==> src/rtl/sound_ch2_sequencer.sv <==
// Channel-2 pulse control: 512 Hz frame sequencer, length counter, volume envelope,
// trigger handling and DAC gating that feed the square-wave generator.
module sound_ch2_sequencer #(
  parameter int CLK_DIV = 65536
) (
  input  logic       I_CLK,
  input  logic       I_RESET_L,
  input  logic       I_SOUND_EN,
  input  logic [7:0] I_NR21,
  input  logic [7:0] I_NR22,
  input  logic [7:0] I_NR24,
  input  logic       I_NR21_WR,
  input  logic       I_NR22_WR,
  input  logic       I_NR24_WR,
  output logic       O_CH2_ON,
  output logic [3:0] O_VOLUME,
  output logic [1:0] O_DUTY,
  output logic [2:0] O_FS_STEP,
  output logic       O_LEN_TICK,
  output logic       O_ENV_TICK
);

  localparam int               DIV_W    = (CLK_DIV > 1) ? $clog2(CLK_DIV) : 1;
  localparam logic [DIV_W-1:0] DIV_LAST = DIV_W'(CLK_DIV - 1);

  typedef enum logic {
    ENV_IDLE = 1'b0,
    ENV_RUN  = 1'b1
  } env_state_t;

  logic [DIV_W-1:0] r_div;
  logic [2:0]       r_fs_step;
  logic             r_len_tick;
  logic             r_env_tick;
  logic             r_ch2_on;
  logic [6:0]       r_len_cnt;
  logic [3:0]       r_vol;
  logic [2:0]       r_env_timer;
  env_state_t       r_env_state;

  logic       w_trigger;
  logic       w_dac_on;
  logic       w_len_en;
  logic [2:0] w_period;
  logic       w_step;
  logic       w_unused_regs;

  assign w_trigger     = I_NR24_WR & I_NR24[7];
  assign w_dac_on      = |I_NR22[7:3];
  assign w_len_en      = I_NR24[6];
  assign w_period      = I_NR22[2:0];
  assign w_step        = (r_div == DIV_LAST);
  // NR22 writes take effect through the live register value; the strobe carries no extra meaning.
  assign w_unused_regs = &{1'b0, I_NR24[5:0], I_NR22_WR};

  // Frame sequencer: each step event emits registered tick pulses for the step just executed.
  always_ff @(posedge I_CLK or negedge I_RESET_L) begin
    if (!I_RESET_L) begin
      r_div      <= '0;
      r_fs_step  <= 3'd0;
      r_len_tick <= 1'b0;
      r_env_tick <= 1'b0;
    end else if (!I_SOUND_EN) begin
      r_div      <= '0;
      r_fs_step  <= 3'd0;
      r_len_tick <= 1'b0;
      r_env_tick <= 1'b0;
    end else begin
      r_len_tick <= 1'b0;
      r_env_tick <= 1'b0;
      if (w_step) begin
        r_div      <= '0;
        r_fs_step  <= r_fs_step + 3'd1;
        r_len_tick <= ~r_fs_step[0];
        r_env_tick <= (r_fs_step == 3'd7);
      end else begin
        r_div <= r_div + DIV_W'(1);
      end
    end
  end

  // Channel state and envelope FSM; trigger outranks register writes, which outrank ticks.
  always_ff @(posedge I_CLK or negedge I_RESET_L) begin
    if (!I_RESET_L) begin
      r_ch2_on    <= 1'b0;
      r_len_cnt   <= 7'd0;
      r_vol       <= 4'd0;
      r_env_timer <= 3'd0;
      r_env_state <= ENV_IDLE;
    end else if (!I_SOUND_EN) begin
      r_ch2_on    <= 1'b0;
      r_len_cnt   <= 7'd0;
      r_vol       <= 4'd0;
      r_env_timer <= 3'd0;
      r_env_state <= ENV_IDLE;
    end else if (w_trigger) begin
      r_ch2_on    <= w_dac_on;
      r_vol       <= I_NR22[7:4];
      r_env_timer <= w_period;
      r_env_state <= ENV_RUN;
      if (r_len_cnt == 7'd0) begin
        r_len_cnt <= 7'd64;
      end
    end else begin
      if (!w_dac_on) begin
        r_ch2_on <= 1'b0;
      end
      if (I_NR21_WR) begin
        r_len_cnt <= 7'd64 - {1'b0, I_NR21[5:0]};
      end else if (r_len_tick && w_len_en && (r_len_cnt != 7'd0)) begin
        r_len_cnt <= r_len_cnt - 7'd1;
        if (r_len_cnt == 7'd1) begin
          r_ch2_on <= 1'b0;
        end
      end
      if (r_env_tick && (r_env_state == ENV_RUN) && (w_period != 3'd0)) begin
        if (r_env_timer <= 3'd1) begin
          r_env_timer <= w_period;
          if (I_NR22[3]) begin
            if (r_vol == 4'd15) r_env_state <= ENV_IDLE;
            else                r_vol       <= r_vol + 4'd1;
          end else begin
            if (r_vol == 4'd0)  r_env_state <= ENV_IDLE;
            else                r_vol       <= r_vol - 4'd1;
          end
        end else begin
          r_env_timer <= r_env_timer - 3'd1;
        end
      end
    end
  end

  assign O_CH2_ON   = r_ch2_on;
  assign O_VOLUME   = r_ch2_on ? r_vol : 4'd0;
  assign O_DUTY     = I_NR21[7:6];
  assign O_FS_STEP  = r_fs_step;
  assign O_LEN_TICK = r_len_tick;
  assign O_ENV_TICK = r_env_tick;

endmodule

==> config.mk <==
export PLATFORM = sky130hd
export DESIGN_NAME = sound_ch2_sequencer
export DESIGN_NICKNAME = d
export VERILOG_FILES = /design/src/rtl/sound_ch2_sequencer.sv
export SDC_FILE = /design/constraint.sdc
export NUM_CORES = 1
export LEC_CHECK = 0
export CAP_MARGIN = 5
export CORE_MARGIN = 2
export CORE_UTILIZATION = 30
export CTS_CLUSTER_SIZE = 40
export DETAILED_ROUTE_END_ITERATION = 6
export SLEW_MARGIN = 10
export SYNTH_ARGS = -nofsm -noshare
export SYNTH_HDL_FRONTEND = slang
export SYNTH_SLANG_ARGS = --single-unit
==> constraint.sdc <==
create_clock -name I_CLK -period 1.6 [get_ports I_CLK]
set_input_delay 0.32 -clock I_CLK [delete_from_list [all_inputs] [get_ports I_CLK]]
set_output_delay 0.32 -clock I_CLK [all_outputs]
set_load 0.05 [all_outputs]
Word level (Yosys, flattened, before mapping) --
Cells that the tools add are included.
Word-level totals: register bits 37, input bits 30, output and inout bits 12, logic and storage cells 82
Operators by class: $add $sub $neg 7, order comparisons 1, equality and inequality tests 13, multiplexer cells 38, bitwise gates (word level) 2, reductions and logical operators 12
Operators by type and width (count):
- 2-to-1 mux 7 bit | 5
- 2-to-1 mux 16 bit | 2
- 2-to-1 mux 4 bit | 8
- 2-to-1 mux 3 bit | 6
- 2-to-1 mux 1 bit | 17
- adder 16 x 1 -> 16 bit, second input constant | 1
- equality test 16 bit, second input constant | 1
- != test 4 x 1 -> 1 bit, second input constant | 2
- != test 4 bit, second input constant | 2
- AND reduction 4 bit | 2
- equality test 7 x 1 -> 1 bit, second input constant | 1
- zero test 7 bit | 1
- nonzero test 7 bit | 1
- subtractor 7 x 1 -> 7 bit, second input constant | 1
- subtractor 7 x 6 -> 7 bit, first input constant | 1
- != test 3 x 1 -> 1 bit, second input constant | 2
- OR reduction 5 bit | 1
- adder 4 x 1 -> 4 bit, second input constant | 1
- equality test 4 bit, second input constant | 1
- logical AND 1 bit | 4
- zero test 4 bit | 1
- != test 4 x 2 -> 1 bit, second input constant | 1
- subtractor 4 x 1 -> 4 bit, second input constant | 1
- adder 3 x 1 -> 3 bit, second input constant | 1
- other kinds (9) | 9

Depth between registers and ports, before layout --
depth in word-level cells 7, depth in mapped cells 7, depth with buffers taken out 7

Least setup slack after synthesis --
No wires, ideal clock.
path kind reg-to-reg, from register r_env_tick (netlist: O_ENV_TICK), to register r_vol[1], library setup time 0.136 ns, arrival time 1.518 ns, required time 1.464 ns, setup slack -0.054 ns, stages on the path, launching flop included 6, path buffers 0, period minus slack after synthesis 1.654 ns, path through dfrtp_1 -> o311ai_0 -> nor3_1 -> nand2_1 -> mux2i_1 -> a21oi_1
On the way: word-level cells in the longest chain between the ends 4
Ends and longest elaborated chain:
- start: declaration | line 34 | logic r_env_tick;
- start signal: assignment | line 75 | r_env_tick <= (r_fs_step == 3'd7);
- logical AND 1 bit (2 in series) | line 116 | if (r_env_tick && (r_env_state == ENV_RUN) && (w_period != 3'd0)) begin
- != test 3 x 1 -> 1 bit (no line)
- AND reduction 4 bit (no line)
- end signal: assignment | line 98 | r_vol <= I_NR22[7:4];
- end signal: assignment | line 121 | else r_vol <= r_vol + 4'd1;
- end signal: assignment | line 124 | else r_vol <= r_vol - 4'd1;
- end: declaration | line 37 | logic [3:0] r_vol;
No other way between the ends. A chain may end at the register's enable or synchronous reset.

Worst setup path after layout --
from register r_len_cnt[4], to register r_len_cnt[5]
On the way: word-level cells in the longest chain between the ends 5, elaborated cells on any way between the ends 11, those cells by class 1 x add/sub; 2 x eq/ne; 4 x mux; 4 x reduce/logical
Ends and longest elaborated chain:
- start: declaration | line 36 | logic [6:0] r_len_cnt;
- start signal: assignment | line 109 | r_len_cnt <= 7'd64 - {1'b0, I_NR21[5:0]};
- start signal: assignment | line 111 | r_len_cnt <= r_len_cnt - 7'd1;
- subtractor 7 x 1 -> 7 bit | line 111
- 2-to-1 mux 7 bit | line 110 | end else if (r_len_tick && w_len_en && (r_len_cnt != 7'd0)) begin
- 2-to-1 mux 7 bit | line 108 | if (I_NR21_WR) begin
- 2-to-1 mux 7 bit | line 96 | end else if (w_trigger) begin
- 2-to-1 mux 7 bit | line 90 | end else if (!I_SOUND_EN) begin
Several ways; a longest one is shown, not always the timed one. The select of a mux whose other input is x is not followed.

==> reports/results.tsv <==
stage	metric	value	unit
pwr	p_comb_share	25.4	%
clock_tree	cts_inserted_buffers	5	
worst_setup_path	reg2reg_to	r_len_cnt[5]	
worst_setup_path	worstPathArrival	1850	ps
synthesis	avgSynthCellArea	9.28	sq um
final_layout	fin_cells	417	
worst_hold_path	hp-class	primary input to async pin	
global_routing	grt_pass1_vias	1989	
clock_tree	clk_path_buf_depth	2	
timing	maxSlewHeadroom	71.4	%
pwr	p_seq_share	45.1	%
global_routing	antenna_found_initial	0	
final_layout	num_antenna_cells	0	
clock_tree	clk_pin_slew	70	ps
pwr	switching_share	29.7	%
floorplanning	die_area	0.00813	sq mm
timing	skew	6.15	ps
global_routing	overflow	0	
synthesis	synth_top_area_cell	dfrtp_1	
routing	via_per_inst	4.82	
place	port_buffers	30	
synthesis	synthDistinctLibCells	48	
place	hpwlAfterDp	3.90	mm
final_layout	final_cell_mix	buf_4, dfrtp_1, nor2_1	
floorplanning	start_util	30.9	%
floorplanning	io_pins	42	
pwr	powerDensity	704	mW/mm^2
place	place.gp.congestion	0.810	
timing	setup_ws	-27.8	ps
clock_tree	cts_tree	done	
synthesis	yosys_warnings	0	
floorplanning	rows	31	
worst_setup_path	ff2ff_setup_slack	-30	ps
clock_tree	clock-sinks	37	
worst_setup_path	cp_data_required_time	1820	ps
routing	drc	0	
final_layout	final_common_cell	buf_4	
routing	wirelength	5.19	mm
synthesis	synthCells	240	
pwr	leakage	1.43	nW
global_routing	grt_max_degree	22	
worst_setup_path	rr_worst_depth	6	
synthesis	synth.ff_latch_count	37	
floorplanning	die_w	90.2	microns
pwr	p_clk_share	29.5	%
routing	final_antenna_net_count	0	
timing	fmax	614	MHz
flow_run	max-cap-violations	0	
final_layout	finalCoreUtilization	45.6	%
routing	firstDrtPassIters	4	
pwr	p_int	1.63	mW
place	dpl.cell_count	403	
worst_setup_path	crit_fanout	9	
pwr	peakVddDrop	306	uV
timing	maxSlewViolCount	0	
global_routing	grtUsageTotal	13.4	%
routing	drt_iter0_drc	77	
clock_tree	h-tree-depth	2	
timing	rsz0062_at_grt	true	
synthesis	netlist_area	0.00223	sq mm
clock_tree	root_buffer	clkbuf_8	
timing	hold_viol_final	0	
timing	finalSetupViolCount	2	
pwr	switchingPower	0.688	mW
timing	fin_crit	1630	ps
global_routing	grt_pass1_wl	9.07	mm
final_layout	area_growth	47.8	%
clock_tree	clock_latency	290	ps
worst_setup_path	cp-end-kind	flop	
timing	worstMarginPinSlew	429	ps
floorplanning	core-area	0.00721	sq mm
status	status	finished with violations	
status	violations	setup timing	
synthesis	synth.top_cell.area_share	41.5	%
worst_setup_path	cp-start-kind	flop	
synthesis	synthesis.nets	282	
timing	fin_crit_sh	102	%
final_layout	drive_gt1_share	28.9	%
routing	vias	2008	
routing	wire_per_inst	12.4	microns
worst_setup_path	crit_type	flop to flop	
worst_setup_path	reg2reg_from	r_len_cnt[4]	
final_layout	fin_nets	359	
floorplanning	fp.dieH	90.2	microns
synthesis	synthTopCellsByArea	dfrtp_1, ha_1, nor2_1	
synthesis	yosysSeqAreaShare	41.5	%
-- power groups by stage --
| stage | sequential (mW) | combinational, mW | clock, mW |
|---|---|---|---|
| after floorplan | 1.05 | 0.278 | 0 |
| after global routing | 1.05 | 0.651 | 0.744 |
| after global placement | 1.05 | 0.514 | 0 |
| final | 1.05 | 0.589 | 0.684 |
| after CTS | 1.03 | 0.551 | 0.705 |
| after detailed placement | 1.05 | 0.521 | 0 |
-- how the worst max path moves through the flow --
stage,startpoint,to,cells past startpoint
after floorplan,r_len_cnt[3],r_len_cnt[5],6
after global placement,I_NR22[3],r_vol[3],8
after global routing,r_len_cnt[4],r_len_cnt[6],6
after CTS,r_len_cnt[5],r_len_cnt[5],6
final,r_len_cnt[4],r_len_cnt[5],6
after detailed placement,I_NR22[3],r_vol[3],8
-- per-stage QoR --
step	total power, mW	cell area, sq um	TNS, ps	worst slack, ps	hold slack [ps]
finish	2.32	3290	-28.1	-27.8	499
global route	2.45	3290	-512	-121	540
CTS	2.29	3220	-78.7	-36.9	518
detailed placement	1.57	3030	-3570	-448	294
global placement	1.56	3030	-3250	-400	284
floorplan	1.32	2230	0	35.3	24.4
-- state kept, by name, summed over array words and instances, names as in the netlist --
name         flops
r_env_state      1
r_div           16
O_ENV_TICK       1
r_env_timer      3
O_LEN_TICK       1
O_CH2_ON         1
O_FS_STEP        3
r_len_cnt        7
r_vol            4
-- per-layer routing --
metal / global-route usage, % / up-vias / share of wire, %
met3: 2.93 / 8 / 3.2
met5: 0 / - / 0
met1: 17.1 / 961 / 46
met4: 3.46 / 0 / 1.3
li1: - / 1014 / -
met2: 23.0 / 25 / 49
-- synth_stat cells, drive strengths merged --
master,instances
dfrtp,37
nor2,25
o21ai,16
nand2,15
a21oi,14
inv,12
ha,11
nand3,11
xnor2,10
xor2,10
nand4,9
and2,8
nor3,7
clkbuf,6
and3,5
buf,5
a31oi,4
mux2i,3
nor4,3
o211ai,3
a22o,2
a311oi,2
a32oi,2
and4,2
nor3b,2
a2111o,1
a211o,1
a21o,1
a22oi,1
a32o,1
a41oi,1
clkinv,1
fa,1
nand2b,1
nor2b,1
o21ba,1
o311ai,1
o31ai,1
o41ai,1
or3,1
or4,1
-- timing repair --
item / 4_1_cts / 5_1_grt
setup buffers: 4 / 1
pin swaps: 5 / 14
gates resized for setup: 13 / 16
hold buffers: 1 / 0
endpoints found under the setup margin: 11 / 31
endpoints found under the hold margin: 16 / 0
-- final cells by class --
| cell class | instances | area, sq um |
|---|---|---|
| fill | 719 | 3920 |
| multi-input combinational | 179 | 1300 |
| sequential | 37 | 928 |
| timing repair buffer | 81 | 796 |
| tap | 99 | 124 |
| clock buffer | 7 | 86.3 |
| inverter | 13 | 48.8 |
| clock inverter | 1 | 7.51 |
-- cell families (layout without fill, tap and decap cells) --
kind of cell             Yosys count  in the layout  share of synthesized area, %
multiplexers                       3              3                          1.35
flip-flops                        37             37                          41.5
AND/OR/NAND/NOR                   91             91                          21.1
AO/OA/AOI/OAI                     53             53                          15.9
XOR/XNOR                          20             20                          7.86
adder cells (fa/ha/maj)           12             12                          7.07
buffers and inverters             24            102                          5.11
-- worst max-delay path, stage by stage, from the launching register on --
cell	delay, ps
dfrtp_1	410
nor4_4	360
a31oi_2	130
buf_6	160
a311oi_2	240
a41oi_1	70
a31oi_1	180
Power figures use the tool's default switching activity.
